$ cat src/rtl/reg_op_sequencer_pkg.sv
// Shared definitions for the register-operation sequencer.
// Holds the opcode encodings used by the FSM and the ALU, and the FSM state encoding.
// Imported by seq_alu and reg_op_sequencer.
package reg_op_sequencer_pkg;

  localparam logic [2:0] OP_MOV = 3'd0;
  localparam logic [2:0] OP_ADD = 3'd1;
  localparam logic [2:0] OP_SUB = 3'd2;
  localparam logic [2:0] OP_AND = 3'd3;
  localparam logic [2:0] OP_OR  = 3'd4;
  localparam logic [2:0] OP_XOR = 3'd5;
  localparam logic [2:0] OP_LDI = 3'd6;
  localparam logic [2:0] OP_CMP = 3'd7;

  typedef enum logic [1:0] {
    ST_IDLE = 2'd0,
    ST_READ = 2'd1,
    ST_EXEC = 2'd2,
    ST_WB   = 2'd3
  } state_t;

endpackage

$ cat src/rtl/reg_op_sequencer_seq_alu.sv
// Purpose : combinational ALU for the sequencer (result, carry/borrow, zero).
// Latency : purely combinational, zero cycles.
// Ports   : i_op opcode, i_op_a/i_op_b operands, i_imm immediate; o_result, o_carry, o_zero.
module seq_alu
  import reg_op_sequencer_pkg::*;
#(
  parameter int DataBusWidth = 8
) (
  input  logic [2:0]              i_op,
  input  logic [DataBusWidth-1:0] i_op_a,
  input  logic [DataBusWidth-1:0] i_op_b,
  input  logic [DataBusWidth-1:0] i_imm,
  output logic [DataBusWidth-1:0] o_result,
  output logic                    o_carry,
  output logic                    o_zero
);

  // One extra bit on both: MSB of the sum is carry-out, MSB of the difference is borrow.
  logic [DataBusWidth:0] w_sum;
  logic [DataBusWidth:0] w_diff;

  assign w_sum  = {1'b0, i_op_a} + {1'b0, i_op_b};
  assign w_diff = {1'b0, i_op_a} - {1'b0, i_op_b};

  always_comb begin
    o_result = i_op_a;
    o_carry  = 1'b0;
    case (i_op)
      OP_MOV: o_result = i_op_a;
      OP_ADD: begin
        o_result = w_sum[DataBusWidth-1:0];
        o_carry  = w_sum[DataBusWidth];
      end
      OP_SUB, OP_CMP: begin
        o_result = w_diff[DataBusWidth-1:0];
        o_carry  = w_diff[DataBusWidth];
      end
      OP_AND: o_result = i_op_a & i_op_b;
      OP_OR:  o_result = i_op_a | i_op_b;
      OP_XOR: o_result = i_op_a ^ i_op_b;
      OP_LDI: o_result = i_imm;
      default: o_result = i_op_a;
    endcase
    o_zero = (o_result == '0);
  end

endmodule

$ cat src/rtl/reg_op_sequencer.sv
// Purpose : four-state sequencer executing one register-file instruction (IDLE/READ/EXEC/WB).
// Latency : write-back (done/load) in the 3rd cycle after the handshake; one instruction per 4 cycles.
// Ports   : in_valid/in_ready instruction handshake with op/rd/rs1/rs2/imm; a1/a2 -> rdData1/rdData2
//           register-file reads; aWrite/dataOut/load register-file write; done pulse; carry/zero flags.
module reg_op_sequencer
  import reg_op_sequencer_pkg::*;
#(
  parameter int AddrBusWidth = 3,
  parameter int DataBusWidth = 8
) (
  input  logic                    clk,
  input  logic                    nRst,
  input  logic                    in_valid,
  output logic                    in_ready,
  input  logic [2:0]              op,
  input  logic [AddrBusWidth-1:0] rd,
  input  logic [AddrBusWidth-1:0] rs1,
  input  logic [AddrBusWidth-1:0] rs2,
  input  logic [DataBusWidth-1:0] imm,
  output logic [AddrBusWidth-1:0] a1,
  output logic [AddrBusWidth-1:0] a2,
  input  logic [DataBusWidth-1:0] rdData1,
  input  logic [DataBusWidth-1:0] rdData2,
  output logic [AddrBusWidth-1:0] aWrite,
  output logic [DataBusWidth-1:0] dataOut,
  output logic                    load,
  output logic                    done,
  output logic                    carry,
  output logic                    zero
);

  state_t                  r_state;
  state_t                  w_state_nxt;
  logic                    w_fire;
  logic [2:0]              r_op;
  logic [AddrBusWidth-1:0] r_rd;
  logic [AddrBusWidth-1:0] r_a1;
  logic [AddrBusWidth-1:0] r_a2;
  logic [DataBusWidth-1:0] r_imm;
  logic [DataBusWidth-1:0] r_op_a;
  logic [DataBusWidth-1:0] r_op_b;
  logic [DataBusWidth-1:0] r_result;
  logic                    r_carry;
  logic                    r_zero;
  logic [DataBusWidth-1:0] w_alu_result;
  logic                    w_alu_carry;
  logic                    w_alu_zero;

  // Gating with nRst keeps in_ready low while reset is asserted even though the state is IDLE.
  assign in_ready = (r_state == ST_IDLE) && nRst;
  assign w_fire   = in_valid && in_ready;

  always_ff @(posedge clk or negedge nRst) begin
    if (!nRst) begin
      r_state <= ST_IDLE;
    end else begin
      r_state <= w_state_nxt;
    end
  end

  // load/done decode straight from state so an async reset removes them in the same instant.
  always_comb begin
    w_state_nxt = r_state;
    load        = 1'b0;
    done        = 1'b0;
    case (r_state)
      ST_IDLE: if (w_fire) w_state_nxt = ST_READ;
      ST_READ: w_state_nxt = ST_EXEC;
      ST_EXEC: w_state_nxt = ST_WB;
      ST_WB: begin
        w_state_nxt = ST_IDLE;
        done        = 1'b1;
        load        = (r_op != OP_CMP);
      end
      default: w_state_nxt = ST_IDLE;
    endcase
  end

  always_ff @(posedge clk or negedge nRst) begin
    if (!nRst) begin
      r_op     <= '0;
      r_rd     <= '0;
      r_a1     <= '0;
      r_a2     <= '0;
      r_imm    <= '0;
      r_op_a   <= '0;
      r_op_b   <= '0;
      r_result <= '0;
      r_carry  <= 1'b0;
      r_zero   <= 1'b0;
    end else begin
      if (w_fire) begin
        r_op  <= op;
        r_rd  <= rd;
        r_a1  <= rs1;
        r_a2  <= rs2;
        r_imm <= imm;
      end
      // Operands are taken here, before any write-back, so rd == rs1/rs2 reads the old value.
      if (r_state == ST_READ) begin
        r_op_a <= rdData1;
        r_op_b <= rdData2;
      end
      // Flags only move on the EXEC edge and hold through WB and IDLE.
      if (r_state == ST_EXEC) begin
        r_result <= w_alu_result;
        r_carry  <= w_alu_carry;
        r_zero   <= w_alu_zero;
      end
    end
  end

  seq_alu #(
    .DataBusWidth(DataBusWidth)
  ) u_seq_alu (
    .i_op    (r_op),
    .i_op_a  (r_op_a),
    .i_op_b  (r_op_b),
    .i_imm   (r_imm),
    .o_result(w_alu_result),
    .o_carry (w_alu_carry),
    .o_zero  (w_alu_zero)
  );

  assign a1      = r_a1;
  assign a2      = r_a2;
  assign aWrite  = r_rd;
  assign dataOut = r_result;
  assign carry   = r_carry;
  assign zero    = r_zero;

endmodule

$ cat config.mk
export PLATFORM = sky130hd
export DESIGN_NAME = reg_op_sequencer
export DESIGN_NICKNAME = d
export VERILOG_FILES = /design/src/rtl/reg_op_sequencer_pkg.sv /design/src/rtl/reg_op_sequencer_seq_alu.sv /design/src/rtl/reg_op_sequencer.sv
export SDC_FILE = /design/constraint.sdc
export NUM_CORES = 1
export LEC_CHECK = 0
export CORE_MARGIN = 1
export CORE_UTILIZATION = 53
export DETAILED_ROUTE_END_ITERATION = 10
export PLACE_DENSITY_LB_ADDON = 0.08
export SLEW_MARGIN = 25
export SYNTH_ARGS = -nofsm -noshare
export SYNTH_HDL_FRONTEND = slang
export SYNTH_SLANG_ARGS = --single-unit
$ cat constraint.sdc
create_clock -name clk -period 3 [get_ports clk]
set_input_delay 0.6 -clock clk [delete_from_list [all_inputs] [get_ports clk]]
set_output_delay 0.6 -clock clk [all_outputs]
set_load 0.01 [all_outputs]
==> results of run 1 <==
-- worst min path at each step --
| stage | depth (start not counted) | startpoint | slack, ns | endpoint |
|---|---|---|---|---|
| final | 2 | nRst | 0.42 | r_op_b[4] |
| after global routing | 2 | nRst | 0.49 | r_op_b[4] |
| after CTS | 2 | nRst | 0.47 | a1[2] |
| after detailed placement | 2 | dataOut[3] | 0.47 | dataOut[3] |
| after global placement | 2 | dataOut[3] | 0.47 | dataOut[3] |
| after floorplan | 0 | nRst | 0.30 | a1[0] |
-- critical path: cells and delay by family, from the launching register on --
kind / cells / cell delay (ns)
compound gates: 2 / 0.68
fa+ha+maj: 1 / 0.49
buf+inv: 1 / 0.07
flops: 1 / 0.40
mux: 1 / 0.22
simple gates: 3 / 0.71
-- layout make-up --
| cell class | instances | area (um2) |
|---|---|---|
| clock buffer | 5 | 68.82 |
| clock inverter | 3 | 68.82 |
| fill | 516 | 1881 |
| inverter | 30 | 112.6 |
| multi-input combinational | 245 | 1824 |
| sequential | 48 | 1201 |
| tap | 75 | 93.84 |
| timing repair buffer | 70 | 670.6 |
-- state kept, by name, summed over array words and instances (netlist names) --
name	count
r_op_b	8
a2	3
r_op	3
carry	1
a1	3
dataOut	8
r_imm	8
aWrite	3
zero	1
r_state	2
r_op_a	8
-- power breakdown --
group	total, W	switching [W]	leakage [nW]	internal [W]
Sequential	0.00126	0.000292	0.580	0.000972
Clock	0.000576	0.000240	0.0687	0.000336
Combinational	0.00319	0.00175	1.14	0.00144
Total	0.00503	0.00228	1.78	0.00275
-- stage by stage --
| step | worst slack [ns] | cells | hold WS [ns] |
|---|---|---|---|
| after floorplan | 0.7494 | 343 | 0.3044 |
| after global placement | 0.4267 | 468 | 0.4750 |
| after detailed placement | 0.3941 | 468 | 0.4735 |
| after CTS | 0.3617 | 476 | 0.4681 |
| after global routing | 0.1795 | 476 | 0.4869 |
| final | 0.3661 | 476 | 0.4225 |
-- placed cells by master, fill, tap and decap left out, types with 3 or more instances in the layout --
| cell type | netlist | layout |
|---|---|---|
| nand2_1 | 35 | 35 |
| buf_4 | 2 | 10 |
| nand3_1 | 6 | 6 |
| a21oi_1 | 27 | 27 |
| nand2b_1 | 3 | 3 |
| o21bai_1 | 3 | 3 |
| a31oi_1 | 7 | 7 |
| inv_1 | 28 | 28 |
| dfrtp_1 | 48 | 48 |
| clkdlybuf4s50_1 | 0 | 59 |
| ha_1 | 30 | 30 |
| a221oi_1 | 3 | 3 |
| nor2_1 | 17 | 17 |
| or3_1 | 6 | 6 |
| o21ai_0 | 26 | 26 |
| a211oi_1 | 3 | 3 |
| mux2_2 | 24 | 24 |
| a22o_1 | 3 | 3 |
| and2_1 | 3 | 3 |
| clkbuf_8 | 0 | 5 |
| xnor2_1 | 4 | 4 |
-- cell families (layout without fill, tap and decap cells) --
kind of cell | count (synthesis) | count (layout) | synth area share (%)
simple gates | 85 | 85 | 12.86
flops | 48 | 48 | 37.08
mux | 25 | 25 | 8.652
fa+ha+maj | 32 | 32 | 12.82
compound gates | 99 | 99 | 20.90
buf+inv | 50 | 108 | 6.604
xor+xnor | 4 | 4 | 1.081
-- metal layers --
layer	track usage, %	routed length (um)
met1	34.70	3416
met2	46.50	3889
met3	5.227	471
met4	9.286	132
met5	0	0
==> metrics.md, run 1 <==
| Metric | Value |
|---|---|
| Worst hold path class | `in2async` |
| I/O pin cnt | `61` |
| Initial core utilization | `54.71%` |
| Skew-Pair Late Insertion Delay | `0.31 ns` |
| Worst VDD drop | `0.6331 mV` |
| Global-route wire length before repair | `13.15 mm` |
| Outcome | `completed` |
| CTS Root Cell | `clkbuf_8` |
| Drt pass-1 iters | `4` |
| Area delta synth->final | `24.72%` |
| FFs w/ async S/R, synth | `100.0%` |
| # diodes | `0` |
| Syn Inst Count | `343` |
| Finished Core Util | `68.24%` |
| Slew margin rel. | `59.55%` |
| Die area | `0.006429 mm2` |
| FF-to-FF path depth | `8` |
| CTS resizes | `0` |
| P per Cell Area | `1244 mW/mm2` |
| Commonest cells post-synth | `dfrtp_1 (48), nand2_1 (35), ha_1 (30)` |
| Max clock buf depth | `2` |
| Initial antenna violation count | `0` |
| # setup viols final | `0` |
| CTS Hold Buffers Added | `0` |
| DRC errors left | `0` |
| Routed WL per cell | `16.62 um` |
| Cell Area, Synth | `0.003239 mm2` |
| Post-synth top area cell | `dfrtp_1` |
| Drt via density | `5.643` |
| Total Power | `0.005027 W` |
| Clk slew on worst S/H paths | `0.10 ns` |
| Most common cell in the netlist | `dfrtp_1` |
| Reg2reg setup slack | `0.37 ns` |
| Mean cell area of the mapped netlist | `9.444 um2` |
| Yosys top cell area share | `37.08%` |
| Crit. Startpoint | `r_op_a[3]` |
| # nets final | `471` |
| Post-synth cell types | `58` |
| EDFF count, synth | `0` |
| Worst EP arrival | `2.89 ns` |
| Setup Crit Path Kind | `reg2reg` |
| Final hold vios | `0` |
| Seq cells post-synth | `48` |
| Ranking of synthesized cells by area | `dfrtp_1 (37%), ha_1 (12%), mux2_2 (8.3%)` |
| Design area | `0.004040 mm2` |
| R2R Path End | `dataOut[6]` |
| Chip Width | `80.18 um` |
| Synth warn | `0` |
| Fin. max-slew vios | `0` |
| Vias | `2,686` |
| Initial DRC count | `136` |
| Vias in the first global route | `2,684` |
| Period utilisation layout | `87.80%` |
| CP max FO | `11` |
| RD Place Congestion | `0.9466` |
| Required time of the critical path | `3.25 ns` |
| R2R Path Start | `r_op_a[3]` |
| Port bufs | `60` |
| Seq/Total Area, Yosys | `37.08%` |
| Final HPWL from detailed placement | `5.986 mm` |
| Critical Path Max Stage Delay | `0.49 ns` |
| Die Y-Extent | `80.18 um` |
| Post-synth top flop | `dfrtp_1` |
| Setup bufs post-CTS | `0` |
| CTS H-tree depth | `2` |
| Clock sink total | `48` |
| Setup repair after global routing missed its margin | `no` |
| Rows | `28` |
| Crit path max-delay cell type | `ha_1` |
| Area post-placement | `0.003902 mm2` |
| Syn Nets | `414` |
| Gr usage total | `27.36%` |
| Fmax | `379.7 MHz` |
| Startpoint Class | `flip-flop` |
| TritonCTS clock tree | `built` |
| Largest net degree at the start of global routing | `49` |
| Max cap viols | `0` |
| Leakage power | `1.784 nW` |
| Total wire length | `7.909 mm` |
| Core ar. | `0.005921 mm2` |
| Critical Path End Type | `flip-flop` |
| Total gr overflow | `0` |
| Total Neg Setup Slack | `0 ns` |
| CP endpoint | `dataOut[6]` |
| Cell chain of the critical path | `inv_1, ha_1, and2b_1, o311ai_1, nand2_1, or3_1, a31oi_1, mux2_2` |
| Routed Antenna Nets | `0` |
| Worst Skew | `0.008737 ns` |
| Slew @ Worst Pin | `0.6067 ns` |
| Crit path time final | `2.634 ns` |
| Share of cells above drive strength 1 | `12.97%` |
| Cts bufs inserted | `5` |
Note: power is estimated with default switching activity, not from simulation.
==> run 2: changes to the inputs <==
PLACE_DENSITY = 0.84   (was not set)
PLACE_DENSITY_LB_ADDON = not set   (was 0.08)
==> run 2 against run 1 <==
The run now ends with design-rule violations left. Design area shrank 0.84%. Sequential power is essentially flat. Power decreased by 1.4%. Die area unchanged. Clock skew increased by 0.0015 ns. Global-route usage is 0.10 points higher. Via count up 3.1%. Worst setup slack got worse by 0.060 ns. Maximum frequency is 2.2% lower. Worst hold slack got worse by 0.0010 ns. Critical path depth did not move. Critical path type unchanged.
==> metrics.md, run 2 (synthesis results as in run 1) <==
| Metric | Value |
|---|---|
| Startpoint Class | `flip-flop` |
| Reg area | `0.001201 mm2 (unchanged)` |
| CTS resizes | `0 (unchanged)` |
| Switching pwr | `0.002336 W (+2.5%)` |
| Vias in the first global route | `2,673 (-0.41%)` |
| Skew-Pair Late Insertion Delay | `0.31 ns (about the same)` |
| RD Place Congestion | `1.009 (+6.6%)` |
| Crit path time final | `2.693 ns (+0.05956 ns)` |
| Outcome | `complete, but fails checks` |
| Initial core utilization | `54.71% (unchanged)` |
| Largest net degree at the start of global routing | `49 (unchanged)` |
| Slew @ Worst Pin | `0.6326 ns (+0.02593 ns)` |
| Worst Skew | `0.01024 ns (+0.001500 ns)` |
| Initial DRC count | `250 (+84%)` |
| Final HPWL from detailed placement | `6.356 mm (+6.2%)` |
| # setup viols final | `0 (unchanged)` |
| Period utilisation layout | `89.78% (+2.0 points)` |
| Leakage power | `1.772 nW (-0.70%)` |
| Violated checks | `design-rule violations` |
| Clock Power Share | `8.8% (-2.7 points)` |
| Rows | `28 (unchanged)` |
| Die area | `0.006429 mm2 (unchanged)` |
| Die Y-Extent | `80.18 um (unchanged)` |
| Drt pass-1 iters | `7 (+3)` |
| Share of cells above drive strength 1 | `13.18% (+0.22 points)` |
| Fin. max-slew vios | `0 (unchanged)` |
| Reg2reg setup slack | `0.31 ns (-0.06 ns)` |
| Max cap viols | `0 (unchanged)` |
| Fmax | `371.3 MHz (-2.2%)` |
| Final hold vios | `0 (unchanged)` |
| Commonest non-fill, non-tap cells in the layout | `clkdlybuf4s50_1 (59), dfrtp_1 (48), nand2_1 (35), ha_1 (30), inv_1 (28)` |
| Core ar. | `0.005921 mm2 (unchanged)` |
| CTS Root Cell | `clkbuf_8` |
| Sequential power share | `25.4% (+0.2 points)` |
| Switching Share | `47.13% (+1.8 points)` |
| Vias | `2,769 (+3.1%)` |
| Clk slew on worst S/H paths | `0.11 ns (about the same)` |
| Global-route wire length before repair | `13.19 mm (+0.26%)` |
| Multi-input gate area | `0.001824 mm2 (unchanged)` |
| Worst VDD drop | `0.5737 mV (-9.4%)` |
| Drt via density | `5.805 (+2.9%)` |
| Routed Antenna Nets | `0 (unchanged)` |
| Initial antenna violation count | `0 (unchanged)` |
| Total Power | `0.004956 W (-1.4%)` |
| Area delta synth->final | `23.68%` |
| Worst hold path class | `in2async` |
| Routed WL per cell | `17.45 um (+5.0%)` |
| Setup repair after global routing missed its margin | `no` |
| Slew margin rel. | `57.83% (-1.7 points)` |
| Logic pwr share | `65.8% (+2.4 points)` |
| Total wire length | `8.324 mm (+5.2%)` |
| # fillers | `486 (-5.8%)` |
| Setup Crit Path Kind | `reg2reg` |
| Total Neg Setup Slack | `0 ns (unchanged)` |
| Critical Path End Type | `flip-flop` |
| # nets final | `472 (+0.21%)` |
| Setup bufs post-CTS | `0 (unchanged)` |
| Max clock buf depth | `2 (unchanged)` |
| Required time of the critical path | `3.25 ns (about the same)` |
| Hold WS | `0.4215 ns (-0.001042 ns)` |
| Total gr overflow | `0 (unchanged)` |
| CP max FO | `11 (unchanged)` |
| Worst EP arrival | `2.94 ns (+0.05 ns)` |
| Port bufs | `60 (unchanged)` |
| Gr usage total | `27.46% (+0.10 points)` |
| Clock sink total | `48 (unchanged)` |
| Cts bufs inserted | `5 (unchanged)` |
| TritonCTS clock tree | `built` |
| Most common cell after layout, fill and taps aside | `clkdlybuf4s50_1` |
| Chip Width | `80.18 um (unchanged)` |
| I/O pin cnt | `61 (unchanged)` |
| CTS H-tree depth | `2 (unchanged)` |
| # diodes | `0 (unchanged)` |
| P per Cell Area | `1237 mW/mm2 (-0.58%)` |
| DRC errors left | `1 (+1)` |
| CTS Hold Buffers Added | `0 (unchanged)` |
| Pint | `0.002620 W (-4.7%)` |
## run 2: power by group through the flow
stage	sequential, W	clock, W	combinational (W)
floorplan	0.00123	0	0.00226
global placement	0.00124	0	0.00313
detailed placement	0.00127	0	0.00319
CTS	0.00125	0.000437	0.00322
global route	0.00130	0.000461	0.00356
finish	0.00126	0.000437	0.00326
## run 2: final timing paths
path / depth (start not counted) / startpoint / endpoint
max: 8 / r_op_a[3] / dataOut[6]
min: 2 / nRst / r_op_b[5]
max reg2reg: 8 / r_op_a[3] / dataOut[6]
min reg2reg: 2 / dataOut[3] / dataOut[3]
max in group asynchronous: 2 / nRst / r_imm[0]
min in group clk: 2 / dataOut[3] / dataOut[3]
## run 2: layout make-up
| type | instances | area share (%) |
|---|---|---|
| Multi-Input combinational cell | 245 | 45.53 |
| Sequential cell | 48 | 29.98 |
| Timing Repair Buffer | 71 | 16.93 |
| Inverter | 30 | 2.811 |
| Tap cell | 75 | 2.342 |
| Clock buffer | 6 | 2.061 |
| Clock inverter | 2 | 0.3435 |
## run 2: critical path: stages (launching register included)
cell and delay [ns]:
dfrtp_1 0.42, inv_1 0.07, ha_1 0.47, and2b_1 0.25, o311ai_1 0.39, nand2_1 0.13, or3_1 0.31, a31oi_1 0.35
mux2_2 0.24
## run 2: metal layers
metal / vias up / GRT usage (%) / routed length [um]
met5: - / 0 / 0
met4: 0 / 10.54 / 273
met3: 26 / 6.023 / 523
met2: 114 / 45.81 / 4007
met1: 1302 / 34.58 / 3519
li1: 1327 / - / -
## run 2: through the flow
stage               std cells  util (%)  area [um2]  setup WS (ns)
floorplan                 343         -        3239         0.7494
global placement          469     66.04        3910         0.4680
detailed placement        469     66.04        3910         0.3976
CTS                       477     67.67        4006         0.3765
global route              477     67.67        4006         0.1582
finish                    477     67.67        4006         0.3065
